**src/rtl/bg_mux.sv**
```systemverilog
// Background colour selector: 8:1 colour-code mux with a registered copy and a
// background-index change pulse. Define BG_MUX_BLANK_EN to add the 'blank' input.
module bg_mux #(
    parameter int COLOR_W = 3
) (
    input  logic               clk,
    input  logic               rst,
`ifdef BG_MUX_BLANK_EN
    input  logic               blank,
`endif
    input  logic [COLOR_W-1:0] bg0_color,
    input  logic [COLOR_W-1:0] bg1_color,
    input  logic [COLOR_W-1:0] bg2_color,
    input  logic [COLOR_W-1:0] bg3_color,
    input  logic [COLOR_W-1:0] bg4_color,
    input  logic [COLOR_W-1:0] bg5_color,
    input  logic [COLOR_W-1:0] bg6_color,
    input  logic [COLOR_W-1:0] bg7_color,
    input  logic [2:0]         bg,
    output logic [COLOR_W-1:0] color,
    output logic [COLOR_W-1:0] color_q,
    output logic               bg_changed
);

    logic [COLOR_W-1:0] sel_color;
    logic [COLOR_W-1:0] color_reg_d, color_reg_q;
    logic [2:0]         bg_last_d, bg_last_q;
    logic               bg_changed_d, bg_changed_q;

    // Every 3-bit index maps to a source, so no illegal index exists.
    always_comb begin
        sel_color = bg0_color;
        unique case (bg)
            3'd0: sel_color = bg0_color;
            3'd1: sel_color = bg1_color;
            3'd2: sel_color = bg2_color;
            3'd3: sel_color = bg3_color;
            3'd4: sel_color = bg4_color;
            3'd5: sel_color = bg5_color;
            3'd6: sel_color = bg6_color;
            3'd7: sel_color = bg7_color;
        endcase
    end

`ifdef BG_MUX_BLANK_EN
    assign color = blank ? '0 : sel_color;
`else
    assign color = sel_color;
`endif

    always_comb begin
        color_reg_d  = color;
        bg_last_d    = bg;
        bg_changed_d = (bg != bg_last_q);
    end

    // Change detection compares against the index sampled on the previous edge.
    always_ff @(posedge clk or posedge rst) begin
        if (rst) begin
            color_reg_q  <= '0;
            bg_last_q    <= '0;
            bg_changed_q <= 1'b0;
        end else begin
            color_reg_q  <= color_reg_d;
            bg_last_q    <= bg_last_d;
            bg_changed_q <= bg_changed_d;
        end
    end

    assign color_q    = color_reg_q;
    assign bg_changed = bg_changed_q;

endmodule

```
**config.mk**
```make
export PLATFORM = sky130hd
export DESIGN_NAME = bg_mux
export DESIGN_NICKNAME = d
export VERILOG_FILES = /design/src/rtl/bg_mux.sv
export SDC_FILE = /design/constraint.sdc
export NUM_CORES = 1
export LEC_CHECK = 0
export BUFFER_PORTS_ARGS = -buffer_cell sky130_fd_sc_hd__buf_4
export CAP_MARGIN = 10
export CORE_MARGIN = 1
export CORE_UTILIZATION = 30
export DETAILED_ROUTE_END_ITERATION = 12
export GPL_TIMING_DRIVEN = 0
export PLACE_DENSITY = 0.68
export SLEW_MARGIN = 20
export SYNTH_ARGS = -nofsm -noshare
export SYNTH_HDL_FRONTEND = slang
export SYNTH_SLANG_ARGS = --single-unit
```
**constraint.sdc**
```tcl
create_clock -name clk -period 1.96 [get_ports clk]
set_input_delay 0.392 -clock clk [delete_from_list [all_inputs] [get_ports clk]]
set_output_delay 0.392 -clock clk [all_outputs]
set_load 0.005 [all_outputs]
```
## After elaboration in Yosys (flattened, before gate mapping)

Index checks and enable logic that the tools add are counted.

| word-level totals | value |
|---|---|
| flip-flop bits (word level) | 7 |
| logic and storage cells | 13 |
| input port bits | 29 |
| output and inout bits | 7 |

| operators by class | value |
|---|---|
| reductions and logical operators | 1 |
| eq/ne operators | 8 |
| muxes and demuxes | 1 |

Operator list:

| operator | count |
|---|---|
| one-hot mux 3 bit (8 select lines) | 1 |
| equality test 3 bit (second input constant) | 4 |
| equality test 3 x 2 -> 1 bit (second input constant) | 2 |
| equality test 3 x 1 -> 1 bit (second input constant) | 1 |
| zero test 3 bit | 1 |
| inequality test 3 bit | 1 |

## Depth between registers and ports, before layout

| logic depth | value |
|---|---|
| depth after elaboration | 2 |
| gate-level depth with buffers | 5 |
| mapped depth without buffers | 3 |

## Least setup slack after synthesis

OpenSTA, ideal clock, no wires.

| timing | value |
|---|---|
| path type | input to output |
| start | input port bg[0] |
| end | output port color[0] |
| path buffers | 2 |
| arrival | 1.164 ns |
| data required time | 1.568 ns |
| slack | 0.404 ns |
| stages | 4 |
| path through | buf_6 buf_12 or3_1 o32a_1 |

| between the ends | value |
|---|---|
| word-level cells in the longest chain between the ends | 2 |
| elaborated cells between the ends (all ways) | 9 |
| classes of those cells | 7 x eq/ne; 1 x mux; 1 x reduce/logical |

Ends and longest elaborated chain:

| what | RTL line | source |
|---|---|---|
| start: declaration | 19 | `input logic [2:0] bg,` |
| equality test 3 bit (tied with other cells) | 33 | `unique case (bg)` |
| one-hot mux 3 bit (8 select lines) (*) | 33 |  |
| end: declaration | 20 | `output logic [COLOR_W-1:0] color,` |

Every way passes the cells marked *; elsewhere a longest branch is shown, timed or not.

## Final worst setup path

| timing | value |
|---|---|
| start | input port bg[2] |
| end | output port color[1] |

Same word-level chain as after synthesis.

==> impl_metrics.tcl <==
set metrics [dict create \
    drv_slew 0 \
    path_clk_slew_ns 0.05 \
    cts_tree "built" \
    leakage_nw 0.384 \
    crit_fanout 10 \
    root_buffer "clkbuf_4" \
    critPathRequiredTime_ns 1.57 \
    first_pass_iters 3 \
    fmax_ghz 0.524 \
    fp.dieArea_um2 1750 \
    status "completed" \
    track_usage_pct 14.7 \
    antenna_cells 0 \
    grt_pass1_vias 501 \
    hold_slack_ns 0.0700 \
    p_per_area_nw_per_um2 542 \
    vias_per_cell 4.90 \
    grt_max_degree 11 \
    peakVddDrop_v 0.000252 \
    rows 14 \
    setup_tns_ns 0 \
    wirelength_um 1150 \
    final-hold-violation-count 0 \
    die_height_um 41.9 \
    fin_util_pct 52.8 \
    fin_cells 101 \
    ys_warn_count 0 \
    power.total_mw 0.426 \
    gp_congestion 0.737 \
    cp-end-kind "output pin" \
    layout-drive-gt1-share_pct 50.6 \
    synth_compound_area_share_pct 18.1 \
    post_cts_buffers 0 \
    worstMarginPinSlew_ns 0.259 \
    io_pins 36 \
    syn_to_final_growth_pct 64.8 \
    cts_resized 0 \
    syn_area_per_cell_um2 10.4 \
    crit_path_start_kind "input pin" \
    grt_setup_unrepaired "false" \
    critical_path_class "in -> out" \
    ys_seq_elements 7 \
    muxShareOfSynthArea_pct 11.8 \
    fin_ws_ns 0.0502 \
    hold_class "in -> async" \
    yosysUniqueCellTypes 24 \
    grt_pass1_wl_um 1950 \
    dpl_worst_slack_ns 0.0613 \
    setup_viol 0 \
    fin_nets 115 \
    cts_sinks 7 \
    fin_crit_ns 1.91 \
    place_inst 97 \
    clkLatencyLatePin_ns 0.25 \
    synth_nets 75 \
    skew_ns 0.000413 \
    ys_seq_area_share_pct 36.7 \
    min_period_over_period_pct 97.4 \
    post_synth_inst_count 46 \
    worstPathArrival_ns 1.52 \
    cts.path.max_buffers 2 \
    htreeDepth 1 \
    antenna_found_initial 0 \
    postPlaceCellArea_um2 759 \
    cts_buffers 3 \
    cap_violations 0 \
    slew_headroom_pct 82.7 \
    synth-adder-area-share_pct 0 \
    io_buffers 35 \
    yosys.area_share.simple_pct 16.3 \
    ctsHoldBuffers 0 \
    ant_nets 0 \
    die_w_um 41.9 \
    synthXorXnorAreaFrac_pct 5.51 \
    synth_top_family_by_area "compound AO/OA/AOI/OAI gates" \
    wl_per_cell_um 11.4 \
    drc_errors 0 \
    coreArea_um2 1490 \
    nFillCells 151 \
    vias 495 \
    drt_iter0_markers 3 \
    final_area_um2 786 \
    netlist_area_um2 477 \
    grt.overflow.total 0 \
    initial_core_util_pct 32.0 \
]
-- layout by cell type, fill, tap and decap left out, drive strengths merged --
cell type	n
a211o	1
o31ai	1
nand2	1
mux4	1
o32a	2
inv	3
a211oi	2
nor2b	1
or3	1
nand2b	4
a21oi	5
nand3	2
xnor2	3
a32o	1
nand4b	1
dfrtp	7
nor3b	1
buf	39
nor2	2
clkbuf	4
mux2i	3
-- area by class of cell --
type	count	area [um^2]	share of cell area (%)
multi-input cells	32	246	31.4
inverters	3	11.3	1.43
plain buffers	4	43.8	5.57
repair buffers	35	263	33.4
clock buffers	4	26.3	3.34
flip-flops and latches	7	175	22.3
well taps	16	20.0	2.55
-- Yosys cell counts, drive strengths merged --
cell type  instances  area, um^2
a211o              1        8.76
nand4b             1        8.76
nand3              2        10.0
o32a               2        20.0
a211oi             2        15.0
mux4               1        26.3
nor3b              1        7.51
nor2               2        10.0
nand2              1        3.75
or3                1        6.26
a32o               1        10.0
inv                3        11.3
a21oi              5        25.0
nand2b             4        25.0
nor2b              1        6.26
xnor2              3        26.3
dfrtp              7         175
o31ai              1        7.51
buf                4        43.8
mux2i              3        30.0
-- path summary, 6_finish.rpt --
check | cells after the start | slack, ns | endpoint | start
worst max-delay path | 5 | 0.05 | color[1] | bg[2]
worst min-delay path | 2 | 0.07 | bg_last_q[0] | rst
worst max register to register | 2 | 1.25 | bg_changed | bg_last_q[0]
worst min register to register | 2 | 0.49 | bg_changed | bg_last_q[1]
max in group asynchronous | 2 | 1.68 | color_q[2] | rst
min in group clk | 1 | 0.26 | bg_last_q[0] | bg[0]
-- cells by family (layout without fill, tap and decap cells) --
group           count (synthesis)  count (layout)
simple gates                   13              13
mux                             4               4
flops                           7               7
buf+inv                         7              46
compound gates                 12              12
xor+xnor                        3               3
-- report_power, final --
group          internal (mW)  switching [mW]
sequential             0.157         0.00344
combinational         0.0883          0.0481
clock                 0.0776          0.0513
-- registers in the layout (all words and copies together) (netlist names) --
| register | flops |
|---|---|
| bg_last_q | 3 |
| color_q | 3 |
| bg_changed | 1 |
-- worst max-delay path, cell delays in order --
cell	delay, ns
buf_4	0.13
buf_2	0.18
or3_1	0.45
o32a_1	0.23
buf_4	0.15
-- layer usage --
metal | vias to the layer above | global-route usage, % | wire length, um
met3 | 4 | 4.35 | 81
met1 | 223 | 14.4 | 455
met2 | 22 | 27.2 | 581
met5 | - | 0 | 0
met4 | 0 | 7.74 | 28
li1 | 246 | - | -
Power figures use the tool's default switching activity.
